<file path="src/rtl/sprite_layer_compositor.sv">
// Composites NUM_LAYERS scaled 1-bit bitmap layers over a background,
// with the mouse cursor on top; registered colour at 2-strobe latency.
module sprite_layer_compositor #(
    parameter int NUM_LAYERS = 4,
    parameter int ADDR_W     = 11,
    parameter int H_ACTIVE   = 640,
    parameter int V_ACTIVE   = 480
) (
    input  logic                         i_clk,
    input  logic                         i_rst,
    input  logic                         i_pix_en,
    input  logic [9:0]                   i_h_cnt,
    input  logic [9:0]                   i_v_cnt,
    input  logic                         i_valid,
    input  logic                         i_enable_mouse_display,
    input  logic [11:0]                  i_mouse_pixel,
    input  logic [11:0]                  i_bg_color,
    input  logic [NUM_LAYERS-1:0]        i_layer_en,
    input  logic [NUM_LAYERS*10-1:0]     i_layer_x,
    input  logic [NUM_LAYERS*10-1:0]     i_layer_y,
    input  logic [NUM_LAYERS*8-1:0]      i_layer_w,
    input  logic [NUM_LAYERS*8-1:0]      i_layer_h,
    input  logic [NUM_LAYERS*4-1:0]      i_layer_scale,
    input  logic [NUM_LAYERS*ADDR_W-1:0] i_layer_base,
    input  logic [NUM_LAYERS*12-1:0]     i_layer_fg,
    input  logic [NUM_LAYERS-1:0]        i_layer_opaque,
    input  logic [NUM_LAYERS*12-1:0]     i_layer_bg,
    output logic [NUM_LAYERS*ADDR_W-1:0] o_rom_addr,
    input  logic [NUM_LAYERS-1:0]        i_rom_data,
    output logic [3:0]                   o_vgaRed,
    output logic [3:0]                   o_vgaGreen,
    output logic [3:0]                   o_vgaBlue
);

    localparam logic [9:0] LP_H_LAST = 10'(H_ACTIVE - 1);
    localparam logic [9:0] LP_V_END  = 10'(V_ACTIVE);

    logic                  w_frame_start;
    logic [NUM_LAYERS-1:0] w_inbox_vec;

    assign w_frame_start = (i_v_cnt == 10'd0) && (i_h_cnt == 10'd0);

    genvar g;
    for (g = 0; g < NUM_LAYERS; g++) begin : g_layer
        logic [9:0]        w_x;
        logic [9:0]        w_y;
        logic [7:0]        w_w;
        logic [7:0]        w_h;
        logic [3:0]        w_s;
        logic [ADDR_W-1:0] w_base;
        logic [11:0]       w_wspan;
        logic [11:0]       w_hspan;
        logic [12:0]       w_xend;
        logic [12:0]       w_yend;
        logic              w_hin;
        logic              w_vin;
        logic              w_inbox;
        logic              w_line_end;
        logic [3:0]        w_sub_x_cur;
        logic [7:0]        w_col_cur;
        logic [3:0]        w_sub_y_cur;
        logic [ADDR_W-1:0] w_row_cur;
        logic [3:0]        r_sub_x;
        logic [7:0]        r_col;
        logic [3:0]        r_sub_y;
        logic [ADDR_W-1:0] r_row;
        logic [ADDR_W-1:0] r_addr;

        assign w_x    = i_layer_x[g*10 +: 10];
        assign w_y    = i_layer_y[g*10 +: 10];
        assign w_w    = i_layer_w[g*8 +: 8];
        assign w_h    = i_layer_h[g*8 +: 8];
        assign w_base = i_layer_base[g*ADDR_W +: ADDR_W];
        assign w_s    = (i_layer_scale[g*4 +: 4] == 4'd0) ?
                        4'd1 : i_layer_scale[g*4 +: 4];

        // spans kept wide enough that x + w*scale never wraps
        assign w_wspan = {4'd0, w_w} * {8'd0, w_s};
        assign w_hspan = {4'd0, w_h} * {8'd0, w_s};
        assign w_xend  = {3'd0, w_x} + {1'b0, w_wspan};
        assign w_yend  = {3'd0, w_y} + {1'b0, w_hspan};

        assign w_hin   = (i_h_cnt >= w_x) && ({3'd0, i_h_cnt} < w_xend);
        assign w_vin   = (i_v_cnt >= w_y) && ({3'd0, i_v_cnt} < w_yend);
        assign w_inbox = i_layer_en[g] & w_hin & w_vin;

        assign w_line_end = (i_h_cnt == LP_H_LAST) && w_vin &&
                            (i_v_cnt < LP_V_END);

        assign w_sub_x_cur = (i_h_cnt == w_x) ? 4'd0 : r_sub_x;
        assign w_col_cur   = (i_h_cnt == w_x) ? 8'd0 : r_col;
        assign w_sub_y_cur = w_frame_start ? 4'd0 : r_sub_y;
        assign w_row_cur   = w_frame_start ? '0 : r_row;

        always_ff @(posedge i_clk) begin
            if (i_rst) begin
                r_sub_x <= 4'd0;
                r_col   <= 8'd0;
                r_sub_y <= 4'd0;
                r_row   <= '0;
                r_addr  <= '0;
            end else if (i_pix_en) begin
                if (w_inbox && (w_sub_x_cur == w_s - 4'd1)) begin
                    r_sub_x <= 4'd0;
                    r_col   <= w_col_cur + 8'd1;
                end else if (w_inbox) begin
                    r_sub_x <= w_sub_x_cur + 4'd1;
                    r_col   <= w_col_cur;
                end else begin
                    r_sub_x <= w_sub_x_cur;
                    r_col   <= w_col_cur;
                end

                if (w_line_end && (w_sub_y_cur == w_s - 4'd1)) begin
                    r_sub_y <= 4'd0;
                    r_row   <= w_row_cur + ADDR_W'(w_w);
                end else if (w_line_end) begin
                    r_sub_y <= w_sub_y_cur + 4'd1;
                    r_row   <= w_row_cur;
                end else begin
                    r_sub_y <= w_sub_y_cur;
                    r_row   <= w_row_cur;
                end

                r_addr <= w_base + w_row_cur + ADDR_W'(w_col_cur);
            end
        end

        assign o_rom_addr[g*ADDR_W +: ADDR_W] = r_addr;
        assign w_inbox_vec[g] = w_inbox;
    end

    logic [NUM_LAYERS-1:0] r_box0;
    logic                  r_valid0;
    logic                  r_mouse0;
    logic [11:0]           r_mpix0;
    logic [NUM_LAYERS-1:0] r_box1;
    logic [NUM_LAYERS-1:0] r_bit1;
    logic                  r_valid1;
    logic                  r_mouse1;
    logic [11:0]           r_mpix1;
    logic [11:0]           r_rgb;
    logic [11:0]           w_color;

    always_ff @(posedge i_clk) begin
        if (i_rst) begin
            r_box0   <= '0;
            r_valid0 <= 1'b0;
            r_mouse0 <= 1'b0;
            r_mpix0  <= 12'h000;
            r_box1   <= '0;
            r_bit1   <= '0;
            r_valid1 <= 1'b0;
            r_mouse1 <= 1'b0;
            r_mpix1  <= 12'h000;
            r_rgb    <= 12'h000;
        end else if (i_pix_en) begin
            r_box0   <= w_inbox_vec;
            r_valid0 <= i_valid;
            r_mouse0 <= i_enable_mouse_display;
            r_mpix0  <= i_mouse_pixel;
            r_box1   <= r_box0;
            r_bit1   <= i_rom_data;
            r_valid1 <= r_valid0;
            r_mouse1 <= r_mouse0;
            r_mpix1  <= r_mpix0;
            r_rgb    <= w_color;
        end
    end

    // descending scan so the lowest-index visible layer wins
    always_comb begin
        w_color = i_bg_color;
        for (int i = NUM_LAYERS - 1; i >= 0; i--) begin
            if (r_box1[i] && (r_bit1[i] || i_layer_opaque[i])) begin
                w_color = r_bit1[i] ? i_layer_fg[i*12 +: 12]
                                    : i_layer_bg[i*12 +: 12];
            end
        end
        if (r_mouse1) w_color = r_mpix1;
        if (!r_valid1) w_color = 12'h000;
    end

    assign o_vgaRed   = r_rgb[11:8];
    assign o_vgaGreen = r_rgb[7:4];
    assign o_vgaBlue  = r_rgb[3:0];

endmodule
</file>
<file path="config.mk">
export PLATFORM = sky130hd
export DESIGN_NAME = sprite_layer_compositor
export DESIGN_NICKNAME = d
export VERILOG_FILES = /design/src/rtl/sprite_layer_compositor.sv
export SDC_FILE = /design/constraint.sdc
export NUM_CORES = 2
export LEC_CHECK = 0
export ABC_AREA = 1
export CAP_MARGIN = 20
export CELL_PAD_IN_SITES_DETAIL_PLACEMENT = 1
export CELL_PAD_IN_SITES_GLOBAL_PLACEMENT = 2
export CORE_ASPECT_RATIO = 1.75
export CORE_MARGIN = 2
export CORE_UTILIZATION = 28
export DETAILED_ROUTE_END_ITERATION = 7
export PLACE_DENSITY_LB_ADDON = 0.1
export SLEW_MARGIN = 25
export SYNTH_ARGS = -nofsm -noshare
export SYNTH_HDL_FRONTEND = slang
export SYNTH_SLANG_ARGS = --single-unit
</file>
<file path="constraint.sdc">
create_clock -name i_clk -period 5.3 [get_ports i_clk]
set_clock_uncertainty 0.05 [all_clocks]
set_input_delay 0.795 -clock i_clk [delete_from_list [all_inputs] [get_ports i_clk]]
set_output_delay 0.795 -clock i_clk [all_outputs]
set_load 0.01 [all_outputs]
</file>
==> Word-level counts from Yosys, hierarchy flattened <==
Index checks and enable logic that the tools add are counted.
{ "op_classes": {"order_cmp": 17, "eq_ne": 13, "bitwise": 8, "mul": 8, "addsub": 36, "n_reduce_logical": 39, "mux": 54} }
{ "ops": {"columns": ["cell", "n"], "rows": [
  ["2-to-1 mux 12 bit", 10],
  ["2-to-1 mux 4 bit", 28],
  ["adder 10 x 12 -> 13 bit", 8],
  ["less-than comparator 10 x 13 -> 1 bit", 8],
  ["multiplier 8 x 4 -> 12 bit", 8],
  ["adder 11 x 8 -> 11 bit", 8],
  ["2-to-1 mux 11 bit", 8],
  [">= comparator 10 bit", 8],
  ["2-to-1 mux 8 bit", 8],
  ["adder 11 bit", 4],
  ["equality test 10 bit", 4],
  ["adder 4 x 1 -> 4 bit (second input constant)", 8],
  ["adder 8 x 1 -> 8 bit (second input constant)", 4],
  ["equality test 4 bit", 8],
  ["logical AND 1 bit", 29],
  ["zero test 10 bit", 2],
  ["zero test 4 bit", 4],
  ["subtractor 4 x 1 -> 4 bit (second input constant)", 4],
  ["equality test 10 bit (second input constant)", 1],
  ["less-than comparator 10 x 9 -> 1 bit (second input constant)", 1],
  ["bitwise AND 1 bit", 8],
  ["logical OR 1 bit", 4]
]} }
{ "word_totals": {"output_inout_bits": 56, "word_cells": 205, "inputBits": 361, "reg_bits": 204} }

==> Longest topological paths before layout <==
{ "logic_depth": {"word_depth": 10, "ltp_mapped": 34, "depth_no_buf": 32} }

==> Worst setup path before layout <==
Ideal clock, no wire load.
{ "synth_path": {"path_type": "input to register", "startpoint": "input port i_layer_scale[10]", "endpoint": "register g_layer[2].r_col[4]", "cell_stages": 30, "n_path_buf": 3, "setup_time_ps": 116, "slack_ps": -416, "t_arrival_ps": 5550, "required_time_ps": 5134, "cell_sequence": "buf_2 -> buf_1 -> nand2_1 -> inv_1 -> fa_1 -> fa_1 -> inv_1 -> fa_1 -> inv_1 -> ha_1 -> a21oi_1 -> o21ai_0 -> a21o_1 -> a21oi_1 -> xor2_1 -> ha_1 -> a21oi_1 -> o21a_1 -> nand2_1 -> nand2_1 -> nand2_1 -> nand2_1 -> nor2_1 -> nor2_2 -> nand2_1 -> inv_2 -> buf_4 -> nand2_1 -> o21ai_0 -> nor2_1"} }
{ "synth_via": {"elab_chain_cells": 10, "elab_cells_between_ends": 16, "classes_between": "add/sub: 3; mul: 2; order compare: 2; eq/ne: 1; mux: 2; bitwise: 2; reduce/logical: 4"} }
{ "synth_rtl": {"columns": ["element", "line", "rtl"], "rows": [
  ["from (decl)", "23", "input logic [NUM_LAYERS*4-1:0] i_layer_scale,"],
  ["zero test 4 bit", "74", "assign w_s = (i_layer_scale[g*4 +: 4] == 4'd0) ?"],
  ["2-to-1 mux 4 bit (*)", "74", null],
  ["multiplier 8 x 4 -> 12 bit", "78", "assign w_wspan = {4'd0, w_w} * {8'd0, w_s};"],
  ["adder 10 x 12 -> 13 bit", "80", "assign w_xend = {3'd0, w_x} + {1'b0, w_wspan};"],
  ["less-than comparator 10 x 13 -> 1 bit", "83", "assign w_hin = (i_h_cnt >= w_x) && ({3'd0, i_h_cnt} < w_xend);"],
  ["logical AND 1 bit", "83", null],
  ["bitwise AND 1 bit (2 in a row)", "85", "assign w_inbox = i_layer_en[g] & w_hin & w_vin;"],
  ["logical AND 1 bit (*)", "103", "if (w_inbox && (w_sub_x_cur == w_s - 4'd1)) begin"],
  ["2-to-1 mux 8 bit (*)", "103", null],
  ["to (signal assigned)", "105", "r_col <= w_col_cur + 8'd1;"],
  ["to (signal assigned)", "108", "r_col <= w_col_cur;"],
  ["to (signal assigned)", "111", "r_col <= w_col_cur;"],
  ["to (decl)", "64", "logic [7:0] r_col;"]
]} }
Every way passes the cells marked *; elsewhere a longest branch is shown, timed or not.
A chain may end at the register's enable or synchronous reset.

==> Worst setup path in the final report <==
{ "layout_path": {"startpoint": "input port i_layer_scale[12]", "endpoint": "register g_layer[3].r_row[5]"} }
{ "layout_via": {"elab_chain_cells": 10, "elab_cells_between_ends": 12, "classes_between": "add/sub: 2; mul: 1; order compare: 1; eq/ne: 1; mux: 2; reduce/logical: 5"} }
{ "layout_rtl": {"columns": ["element", "line", "rtl"], "rows": [
  ["zero test 4 bit", "74", null],
  ["2-to-1 mux 4 bit (*)", "74", null],
  ["multiplier 8 x 4 -> 12 bit", "79", "assign w_hspan = {4'd0, w_h} * {8'd0, w_s};"],
  ["adder 10 x 12 -> 13 bit", "81", "assign w_yend = {3'd0, w_y} + {1'b0, w_hspan};"],
  ["less-than comparator 10 x 13 -> 1 bit", "84", "assign w_vin = (i_v_cnt >= w_y) && ({3'd0, i_v_cnt} < w_yend);"],
  ["logical AND 1 bit", "84", null],
  ["logical AND 1 bit (2 in a row)", "87", "assign w_line_end = (i_h_cnt == LP_H_LAST) && w_vin &&"],
  ["logical AND 1 bit (*)", "114", "if (w_line_end && (w_sub_y_cur == w_s - 4'd1)) begin"],
  ["2-to-1 mux 11 bit (*)", "114", null],
  ["to (signal assigned)", "116", "r_row <= w_row_cur + ADDR_W'(w_w);"],
  ["to (signal assigned)", "119", "r_row <= w_row_cur;"],
  ["to (signal assigned)", "122", "r_row <= w_row_cur;"],
  ["to (decl)", "66", "logic [ADDR_W-1:0] r_row;"]
]} }
Marks and branches as above.

==> out/metrics.csv <==
metric,value,unit
CTS H-tree depth,1,
port bufs,416,
"Hold Violations, Final",0,
PwrDens,255,mW/mm²
dpl cell area,0.0394,mm²
Slew Limit Fails,0,
CTS tree,yes,
Hold Path Class,reg -> reg,
largest family of logic cells by synthesized area,adder cells,
# fillers,13533,
clock-pin slew on the worst setup and hold paths,70,ps
Worst Path Arrival,5480,ps
fmax,197,MHz
met3 wire length,5240,µm
Peak VDD IR,0.179,mV
wl on met1,47300,µm
Cell Rows,159,
Crit Path Class,in -> reg,
P&R area growth vs syn,38.7,%
Tightest Pin Transition,1030,ps
DR top layer,met5,
Compound-Gate Fraction of Synth Area,11.2,%
Antenna Violating Nets Remaining,0,
Routed WL,122000,µm
Internal,5.93,mW
"Design Area, Final",0.0419,mm²
via count,31786,
post-synthesis register bit count,204,
post-synthesis xor/xnor area fraction,4.32,%
simple-gate share of the synthesized area,25.4,%
CTS root buffer,clkbuf_16,
crit path capture type,flop,
syn_area_per_cell,6.51,µm²
vias in the first global route,34789,
"Period Utilization, post-route",95.6,%
hold buffers post-CTS,0,
core footprint,0.107,mm²
cells taking the most area after synthesis,"ha_1 17%, fa_1 14%, dfxtp_1 14%",
mux cell area share after synthesis,0.166,%
dpl hpwl,101000,µm
part of the Yosys area used for sequential elements,13.5,%
Worst EP required,5710,ps
DRC Markers,0,
CTS buffer count,21,
min Tclk post-route,5070,ps
NetSw,4.76,mW
Ys Warns,0,
First-pass DRT Iterations,4,
layout cells sized above 1,15.0,%
setup_tns,0,ps
wire per inst,17.8,µm
Max-Cap Viols,0,
IO Pins,417,
first-pass GRT wire length,189000,µm
post-synth cell types,52,
Slew headroom,30.4,%
Syn Inst Count,4645,
Routability Congestion,0.849,
Skew-Pair Late Insertion Delay,540,ps
Via density,4.64,
final hold slack,410,ps
post-synth top area cell,ha_1,
Clock Path Buffers,3,
die width,252,µm
Post-Syn Nets,5626,
run status,"finished, final reports clean",
die area,0.111,mm²
Die H,439,µm
"Setup violations, final",0,
initial antenna violation count,20,
RSZ-0062 raised after global routing,yes,
clock sink count,204,
critical path startpoint category,primary input,
Initial Util,28.2,%
metal2 WL,65100,µm
combinational share of power,70.1,%
Sw Ratio,44.5,%
final net count,6446,
largest net degree at the start of global routing,65,
initial drt markers,807,
"critical path fanouts, max",7,
Leakage Power,22.7,nW
adder-cell share of the synthesized area,30.8,%
Yosys top cell area share,17.1,%
GR Overflow Total,0,
overall routing resource usage,21.9,%
clock network fraction of design power,14.6,%
share of power burned in registers,15.3,%
Post-Syn Area,0.0302,mm²
what timing repair did:
action / in CTS / in global routing
cloned: 8 / 0
pin swaps: 61 / 164
endpoints found under the setup margin: 111 / 112
setup buffers: 26 / 19
gates resized for setup: 154 / 270
metrics by stage:
step	power, mW	std cells	setup WS (ps)	util (%)
final	10.7	6852	231	39.1
after global routing	11.7	6849	-69.1	39.1
after CTS	10.3	6830	1.74	38.2
after detailed placement	8.16	6759	-1140	36.7
after global placement	8.07	6759	-1080	36.7
after floorplan	5.42	4645	-21.4	-
final timing paths:
check                 startpoint              endpoint  slack [ps]  cells past startpoint
max            i_layer_scale[12]   g_layer[3].r_row[5]         230                     27
min                   r_mpix1[4]            r_mpix1[4]         410                      2
min reg2reg           r_mpix1[4]            r_mpix1[4]         410                      2
max reg2reg  g_layer[3].r_row[1]  g_layer[3].r_addr[9]        2190                     18
cell type report:
cell class	count	area [µm²]	area share (%)
diodes	4	10.0	0.0239
clock buffers	28	582	1.39
multi-input cells	3279	23100	55.2
inverters	1045	3940	9.41
well taps	1368	1710	4.08
repair inverters	2	13.8	0.0328
clock inverters	10	91.3	0.218
repair buffers	912	8340	19.9
flip-flops and latches	204	4080	9.74
cells in the final DEF, fill, tap and decap left out, types with 8 or more instances in the layout:
cell / n
a21o_1: 13
a21oi_1: 245
a21oi_2: 38
a21oi_4: 11
a31oi_1: 11
buf_12: 21
buf_4: 446
buf_6: 25
clkbuf_16: 21
clkbuf_2: 14
clkdlybuf4s50_1: 352
dfxtp_1: 204
dlygate4sd2_1: 10
dlymetal6s2s_1: 32
fa_1: 207
ha_1: 372
ha_4: 37
inv_1: 1000
inv_2: 35
nand2_1: 978
nand2_2: 32
nand2_4: 9
nand3_1: 169
nand4_1: 78
nor2_1: 504
nor2_2: 22
nor2_4: 20
nor3_1: 32
nor3_2: 8
o211ai_1: 22
o21a_1: 15
o21ai_0: 182
o21ai_1: 21
o21ai_2: 11
o31ai_1: 10
xnor2_1: 50
xor2_1: 93
power by group through the flow:
| stage | Clock [mW] | Sequential [mW] | Combinational [mW] |
|---|---|---|---|
| 5_1_grt | 1.68 | 1.64 | 8.41 |
| 2_1_floorplan | 0 | 1.67 | 3.75 |
| 4_1_cts | 1.65 | 1.64 | 6.98 |
| 6_report | 1.56 | 1.64 | 7.49 |
| 3_3_place_gp | 0 | 1.67 | 6.39 |
| 3_5_place_dp | 0 | 1.67 | 6.49 |
flip-flops by register name (all words and copies together) (netlist names), 12 cells and up:
register and count:
g_layer.r_sub_y 16, g_layer.r_sub_x 16, g_layer.r_row 44, r_mpix0 12, g_layer.r_addr 44, g_layer.r_col 32, r_mpix1 12, r_rgb 12
layer usage:
metal | global-route usage [%] | vias up
met5 | 0 | -
met4 | 6.37 | 34
met3 | 3.60 | 163
met2 | 43.3 | 487
met1 | 23.4 | 15072
li1 | - | 16030
synthesized netlist by cell type (all sizes together):
cell type / n
a211oi: 3
a21boi: 2
a21o: 13
a21oi: 294
a31oi: 14
a41oi: 1
and2: 1
and3: 3
buf: 37
clkbuf: 80
clkinv: 5
dfxtp: 204
fa: 208
ha: 412
inv: 1040
mux2i: 5
nand2: 1019
nand3: 180
nand3b: 7
nand4: 79
nor2: 546
nor3: 44
nor3b: 2
nor4: 4
o2111ai: 2
o211a: 1
o211ai: 22
o21a: 15
o21ai: 215
o21bai: 10
o221ai: 1
o311ai: 10
o31a: 1
o31ai: 12
o41ai: 1
or2: 3
xnor2: 52
xor2: 97
kinds of logic after synthesis:
group	Yosys count
simple gates	1888
fa+ha+maj	620
buf+inv	1162
flops	204
xor+xnor	149
compound gates	617
mux	5
worst max-delay path, cell delays in order:
cell             delay, ps
clkdlybuf4s50_1        400
buf_4                  160
a31oi_4                150
buf_4                  140
buf_12                 110
nor2_1                  60
fa_1                   480
inv_1                   50
fa_1                   500
inv_2                   50
ha_4                   320
inv_4                   50
nor3_4                 220
a21oi_2                110
buf_4                  140
o211a_1                240
xor2_2                 160
ha_1                   300
nand2_1                 80
nand2_2                 80
nand3_4                120
nand3_4                 90
nor2_4                 260
buf_6                  140
buf_4                  100
nor3_1                  30
nor3_1                 140
Power figures use the tool's default switching activity.
